`src/rtl/mult4_pkg.sv`:
```
// Shared definitions for the sequential 4x4 shift/add multiplier:
// controller state encoding, operand/product widths and the last iteration index.
package mult4_pkg;

    localparam int OPW   = 4;
    localparam int PRODW = 8;

    // Counter value on the edge that performs the fourth (final) iteration
    localparam logic [2:0] ITER_LAST = 3'd3;

    typedef enum logic [1:0] {
        S_IDLE = 2'd0,
        S_CALC = 2'd1,
        S_DONE = 2'd2
    } state_t;

endpackage

```
`src/rtl/adder4.sv`:
```
// 4-bit ripple-carry adder feeding the multiplier accumulator.
module adder4 (
    input  logic [3:0] a,
    input  logic [3:0] b,
    input  logic       c_in,
    output logic [3:0] sum,
    output logic       c_out
);

    // Widen to 5 bits so the carry out of bit 3 is kept
    assign {c_out, sum} = {1'b0, a} + {1'b0, b} + {4'b0000, c_in};

endmodule

```
`src/rtl/shift_add_mult4.sv`:
```
// Sequential 4x4 unsigned multiplier: four add/shift iterations through one
// shared adder4, start/busy/done handshake, registered 8-bit product.
// Optional build macro MULT4_ZERO_BYPASS_EN: a zero operand skips the
// iterations and goes straight to DONE with a zero product.
module shift_add_mult4
    import mult4_pkg::*;
(
    input  logic             clk,
    input  logic             rst,
    input  logic             start,
    input  logic [OPW-1:0]   a,
    input  logic [OPW-1:0]   b,
    output logic             busy,
    output logic             done,
    output logic [PRODW-1:0] product
);

    state_t state_reg, state_next;

    logic [OPW-1:0]   m_reg;
    logic [OPW-1:0]   acc_reg;
    logic             c_reg;
    logic [OPW-1:0]   q_reg;
    logic [2:0]       cnt_reg;
    logic [PRODW-1:0] product_reg;

    logic [OPW-1:0]   add_sum;
    logic             add_cout;
    logic [OPW-1:0]   iter_acc;
    logic             iter_c;
    logic             zero_operand;

    adder4 u_adder4 (
        .a     (acc_reg),
        .b     (m_reg),
        .c_in  (1'b0),
        .sum   (add_sum),
        .c_out (add_cout)
    );

    assign zero_operand = (a == '0) || (b == '0);

    // Select the add result or the untouched accumulator depending on Q[0]
    always_comb begin
        iter_acc = acc_reg;
        iter_c   = c_reg;
        if (q_reg[0]) begin
            iter_acc = add_sum;
            iter_c   = add_cout;
        end
    end

    // State register
    always_ff @(posedge clk) begin
        if (rst) begin
            state_reg <= S_IDLE;
        end else begin
            state_reg <= state_next;
        end
    end

    // Next-state logic
    always_comb begin
        state_next = state_reg;
        case (state_reg)
            S_IDLE: begin
                if (start) begin
`ifdef MULT4_ZERO_BYPASS_EN
                    state_next = zero_operand ? S_DONE : S_CALC;
`else
                    state_next = S_CALC;
`endif
                end
            end
            S_CALC: begin
                if (cnt_reg == ITER_LAST) begin
                    state_next = S_DONE;
                end
            end
            S_DONE:  state_next = S_IDLE;
            default: state_next = S_IDLE;
        endcase
    end

    // Handshake outputs decoded from the current state
    always_comb begin
        busy = (state_reg != S_IDLE);
        done = (state_reg == S_DONE);
    end

    // Datapath: operand capture in IDLE, one add/shift per CALC cycle
    always_ff @(posedge clk) begin
        if (rst) begin
            m_reg       <= '0;
            acc_reg     <= '0;
            c_reg       <= 1'b0;
            q_reg       <= '0;
            cnt_reg     <= '0;
            product_reg <= '0;
        end else begin
            case (state_reg)
                S_IDLE: begin
                    if (start) begin
                        m_reg   <= a;
                        q_reg   <= b;
                        acc_reg <= '0;
                        c_reg   <= 1'b0;
                        cnt_reg <= '0;
`ifdef MULT4_ZERO_BYPASS_EN
                        if (zero_operand) begin
                            product_reg <= '0;
                        end
`endif
                    end
                end
                S_CALC: begin
                    // Shift {C,A,Q} right: carry enters A[3], A[0] enters Q[3]
                    acc_reg <= {iter_c, iter_acc[OPW-1:1]};
                    q_reg   <= {iter_acc[0], q_reg[OPW-1:1]};
                    c_reg   <= 1'b0;
                    cnt_reg <= cnt_reg + 3'd1;
                    if (cnt_reg == ITER_LAST) begin
                        product_reg <= {iter_c, iter_acc, q_reg[OPW-1:1]};
                    end
                end
                default: ;
            endcase
        end
    end

    assign product = product_reg;

endmodule
```
`config.mk`:
```
export PLATFORM = sky130hd
export DESIGN_NAME = shift_add_mult4
export DESIGN_NICKNAME = d
export VERILOG_FILES = /design/src/rtl/mult4_pkg.sv /design/src/rtl/adder4.sv /design/src/rtl/shift_add_mult4.sv
export SDC_FILE = /design/constraint.sdc
export NUM_CORES = 1
export LEC_CHECK = 0
export ABC_AREA = 1
export BUFFER_PORTS_ARGS = -buffer_cell sky130_fd_sc_hd__buf_2
export CAP_MARGIN = 30
export CORE_MARGIN = 3
export CORE_UTILIZATION = 54
export DETAILED_ROUTE_END_ITERATION = 10
export PLACE_DENSITY = 0.77
export SYNTH_ARGS = -nofsm -noshare
export SYNTH_HDL_FRONTEND = slang
export SYNTH_SLANG_ARGS = --single-unit
```
`constraint.sdc`:
```
create_clock -name clk -period 1.6 [get_ports clk]
set_input_delay 0.16 -clock clk [delete_from_list [all_inputs] [get_ports clk]]
set_output_delay 0.16 -clock clk [all_outputs]
set_load 0.05 [all_outputs]
```
* Yosys cells after proc, flatten, opt, wreduce, memory -nomap -nowiden
Cells that the tools add are included.
Widths: inputs -> output; s select.
** Cells by class
- Div/mod/pow operators :: 0
- Equal/unequal tests :: 5
- $mul :: 0
- Bitwise logic cells :: 0
- Muxes and demuxes :: 13
- Reductions and logical operators :: 7
- Add/subtract/negate cells :: 2
- $lt $le $gt $ge :: 0
- Shifts and indexed selects :: 0
** Operators by type and width (count)
- $pmux 4 s2 :: 2
- $mux 4 :: 3
- $reduce_and 2->1 :: 4
- $pmux 3 s2 :: 1
- $add 4x4->5 :: 1
- $mux 2 :: 2
- $ne 2x2->1 const B :: 2
- $pmux 2 s2 :: 1
- $reduce_bool 2->1 :: 2
- $add 3x1->3 const B :: 1
- $eq 3x2->1 const B :: 1
- $mux 3 :: 1
- $eq 2x1->1 const B :: 1
- $eq 2x2->1 const B :: 1
- $logic_not 2->1 :: 1
- $mux 1 :: 2
- $pmux 1 s2 :: 1
** Word-level totals
- ROM bits :: 0
- Bits in latches :: 0
- Word-level logic and storage cells :: 34
- Input bits :: 11
- Flip-flop bits (word level) :: 26
- Output and inout port bits :: 10
- Memories :: 0
- Bits in writable memories :: 0

* Longest topological paths before layout
- Depth in word-level cells :: 3
- Gate-level depth with buffers :: 9
- Depth with buffers taken out :: 9

* Modules after synthesis
From an unflattened synthesis, not the netlist that was laid out.
** Second synthesis, totals
- Cells, all modules :: 170
- Area, all modules :: 1213.7 um^2
** Modules (own cells, without submodules)
- shift_add_mult4 :: area each 1048.5 um^2, cells an instance 145, instances 1, seq. area each 500.5 um^2
- adder4 :: area each 165.2 um^2, cells an instance 25, instances 1, seq. area each 0.0 um^2

* Worst setup path before layout
OpenSTA, ideal clock, no wires.
- Path type :: flip-flop to flip-flop
- Start point :: reg acc_reg[0]
- End point :: reg acc_reg[1]
- Stages on the path, launching flop included :: 8
- Clock period less this slack :: 1.459 ns
- Arrival time :: 1.393 ns
- Setup time :: 0.066 ns
- Path buffers :: 0
- Data required time :: 1.534 ns
- Path slack :: 0.141 ns
- Cells stage by stage :: dfxtp_1 -> ha_1 -> fa_1 -> nand2_1 -> nand2_1 -> o21ai_0 -> nand2_1 -> a21oi_2
** On the way
- Word-level cells in the longest chain between the ends :: 3
** RTL lines
- start, declared :: line shift_add_mult4.sv:21 : logic [OPW-1:0] acc_reg;
- start signal, assigned :: line shift_add_mult4.sv:118 : acc_reg <= {iter_c, iter_acc[OPW-1:1]};
- $add 4x4->5 :: line adder4.sv:11 : assign {c_out, sum} = {1'b0, a} + {1'b0, b} + {4'b0000, c_in};
- $mux 4 :: line shift_add_mult4.sv:47 : if (q_reg[0]) begin
- $pmux 4 s2 :: line shift_add_mult4.sv:101 : case (state_reg)
No other way between the ends.
A chain may end at the register's enable or synchronous reset.

* Worst setup path in the final report
- Start point :: reg m_reg[0]
- End point :: reg product_reg[7], in the netlist product[7]
** On the way
- Word-level cells in the longest chain between the ends :: 2
** RTL lines
- start, declared :: line shift_add_mult4.sv:20 : logic [OPW-1:0] m_reg;
- start signal, assigned :: line shift_add_mult4.sv:94 : m_reg <= '0;
- start signal, assigned :: line shift_add_mult4.sv:104 : m_reg <= a;
- $add 4x4->5 :: line adder4.sv:11
- $mux 1 :: line shift_add_mult4.sv:47
- end signal, assigned :: line shift_add_mult4.sv:123 : product_reg <= {iter_c, iter_acc, q_reg[OPW-1:1]};
- end, declared :: line shift_add_mult4.sv:25 : logic [PRODW-1:0] product_reg;
No other way between the ends.

==> run_results.csv <==
group,metric,value,unit
setup_path,slowest_delay,380,ps
detailed_routing,ant_nets,0,
clock_network,clock-sinks,25,
worst_hold_path,whs_path_depth,3,
layout,fill_cells,177,
worst_hold_path,hold_path.class,"in -> reg",
yosys,synth_area,1230,µm²
setup_path,endpoint_kind,"flop",
pwr,total_power,1.14,mW
clock_network,clk_root_buffer_cell,"clkbuf_4",
sta,setup_viol,0,
sta,drv_slew,0,
setup_path,path_max_fanout,3,
floorplanning,initial_core_util,59.7,%
placement,portBuffers,20,
setup_path,worstSetupStartpointType,"flop",
floorplanning,fp-row-count,16,
floorplanning,die_height,53.8,µm
clock_network,clkTransAtPathRegs,150,ps
setup_path,r2r_slack,120,ps
detailed_routing,vias_per_cell,5.16,
setup_path,reg2reg_from,"m_reg[0]",
floorplanning,core-area,2060,µm²
yosys,synthCells,156,
clock_network,cts_tree,"yes",
setup_path,cp_cell_sequence,"ha_2, fa_1, nand2_1, a21oi_1, o21a_1, nor2_1, nor2_1",
run,cap_viol_max_count,0,
yosys,synth_cell_types,24,
setup_path,ff2ff_path_depth,7,
worst_hold_path,min_from,"a[2]",
yosys,synth-seq-area-share,40.7,%
sta,fin_crit,1480,ps
grt,antenna_found_initial,0,
clock_network,cts_buffers,3,
layout,area_growth,11.9,%
sta,finalHoldViolCount,0,
sta,slew-limit-headroom,79.9,%
yosys,synth_nets,174,
pwr,irDropWorstVdd,0.000679,V
grt,grt_max_degree,19,
clock_network,cts-htree-levels,1,
layout,largest_reg_flops,8,
setup_path,crit_path_top_delay_cell,"fa_1",
setup_path,crit_type,"reg -> reg",
detailed_routing,wl_per_cell,12.5,µm
floorplanning,ios,21,
detailed_routing,first_pass_iters,4,
floorplanning,dieArea,2890,µm²
placement,dpl.hpwl,1.96,mm
worst_hold_path,min_to,"m_reg[2]",
yosys,synth_seq_cells,25,
clock_network,clock_latency,320,ps
status,status,"finished, final reports clean",
layout,drive_above_1_share,29.2,%
sta,fin_crit_sh,92.5,%
sta,fin_setup_tns,0,ps
detailed_routing,drt_iter0_drc,15,
setup_path,crit_required,1840,ps
pwr,p_leak,0.646,nW
layout,nets,197,
grt,grt_pass1_wl,4.35,mm
pwr,powerDensity,829,nW/µm²
detailed_routing,drc_errors,0,
setup_path,path_common_cell,"nor2_1",
floorplanning,die_w,53.8,µm
grt,grt_pass1_vias,995,
clock_network,clock_path_buffers,2,
grt,grt_usage,20.9,%
layout,antennaDiodeCount,0,
sta,max_freq,0.676,GHz
sta,rsz0062_at_grt,"no",
detailed_routing,wl,2.57,mm
placement,gp_congestion,0.764,
detailed_routing,vias,1057,
sta,fin_skew,8.91,ps
setup_path,worstPathArrival,1720,ps
grt,overflow,0,
setup_path,rr_endpoint,"product[7]",
sta,worst_pin_slew,301,ps
yosys,synth.avg_cell_area,7.89,µm²
yosys,synth_warnings,0,
clock_network,cts_hold_buf,0,
worst max-delay path, delay by kind of cell, from the launching register on:
kind	cells	cell delay (ps)
DFF	1	340
adders and majority gates	2	580
AOI/OAI and AO/OA	2	240
and+or+nand+nor	3	230
synthesized netlist by cell type (all sizes together):
cell type,number,area share (%)
o21ai,17,7.2
fa,1,1.6
o21a,3,1.8
or2,2,1.0
o211ai,1,0.61
inv,20,6.3
nor2,14,4.9
dfxtp,25,41
a21oi,13,7.4
nand2,40,14
buf,3,2.6
ha,6,6.1
nand3,11,5.5
final cells by class:
type / instances / area, µm² / share of cell area [%]
clock buffer: 3 / 22.5 / 1.63
inverter: 20 / 77.6 / 5.63
clock inverter: 1 / 7.51 / 0.545
timing repair buffer: 21 / 108 / 7.81
sequential: 25 / 502 / 36.4
multi-input combinational: 108 / 627 / 45.5
tap: 27 / 33.8 / 2.45
what timing repair did:
item,4_1_cts,5_1_grt
gates resized for setup,1,3
setup endpoints to repair,1,3
setup buffers,0,1
cell usage in the layout, fill, tap and decap left out, drive strengths merged:
| cell | n |
|---|---|
| fa | 1 |
| o211ai | 1 |
| ha | 6 |
| a21oi | 13 |
| dfxtp | 25 |
| inv | 20 |
| clkinvlp | 1 |
| nand3 | 11 |
| o21ai | 17 |
| o21a | 3 |
| nor2 | 14 |
| buf | 21 |
| or2 | 2 |
| clkbuf | 3 |
| nand2 | 40 |
power by group:
group	switching [mW]	leakage, nW	internal (mW)
Clock	0.197	0.0139	0.0955
Sequential	0.0210	0.204	0.650
Combinational	0.120	0.428	0.0595
logic make-up after synthesis:
family / synth area share (%)
simple gates: 25.6
compound gates: 17.1
flops: 40.7
buf+inv: 8.94
fa+ha+maj: 7.72
metal layers:
metal  routed length (µm)  part of all wire (%)  vias to the layer above  global-route usage [%]
met4                   40                   1.6                        0                    9.79
met3                  116                   4.5                        6                    3.60
met5                    0                     0                        -                       0
met2                 1250                    49                       24                    33.9
met1                 1160                    45                      478                    26.7
li1                     -                     -                      549                       -
metrics by stage:
step	std cells	area [µm²]	utilization, %	setup slack [ps]	hold WS (ps)
2_1_floorplan	156	1230	-	141	323
3_3_place_gp	200	1330	64.6	81.4	411
3_5_place_dp	200	1330	64.6	29.6	419
4_1_cts	204	1360	66.1	40.9	81.7
5_1_grt	205	1380	66.8	36.6	94.8
6_report	205	1380	66.8	121	81.4
worst max path at each step:
stage	slack, ps	cells after the start	end	start
5_1_grt	40	7	acc_reg[1]	m_reg[0]
3_5_place_dp	30	7	acc_reg[1]	acc_reg[0]
2_1_floorplan	140	7	acc_reg[1]	acc_reg[0]
4_1_cts	40	7	acc_reg[1]	acc_reg[0]
3_3_place_gp	80	7	acc_reg[1]	acc_reg[0]
6_report	120	7	product[7]	m_reg[0]
Note: power is estimated with default switching activity, not from simulation.
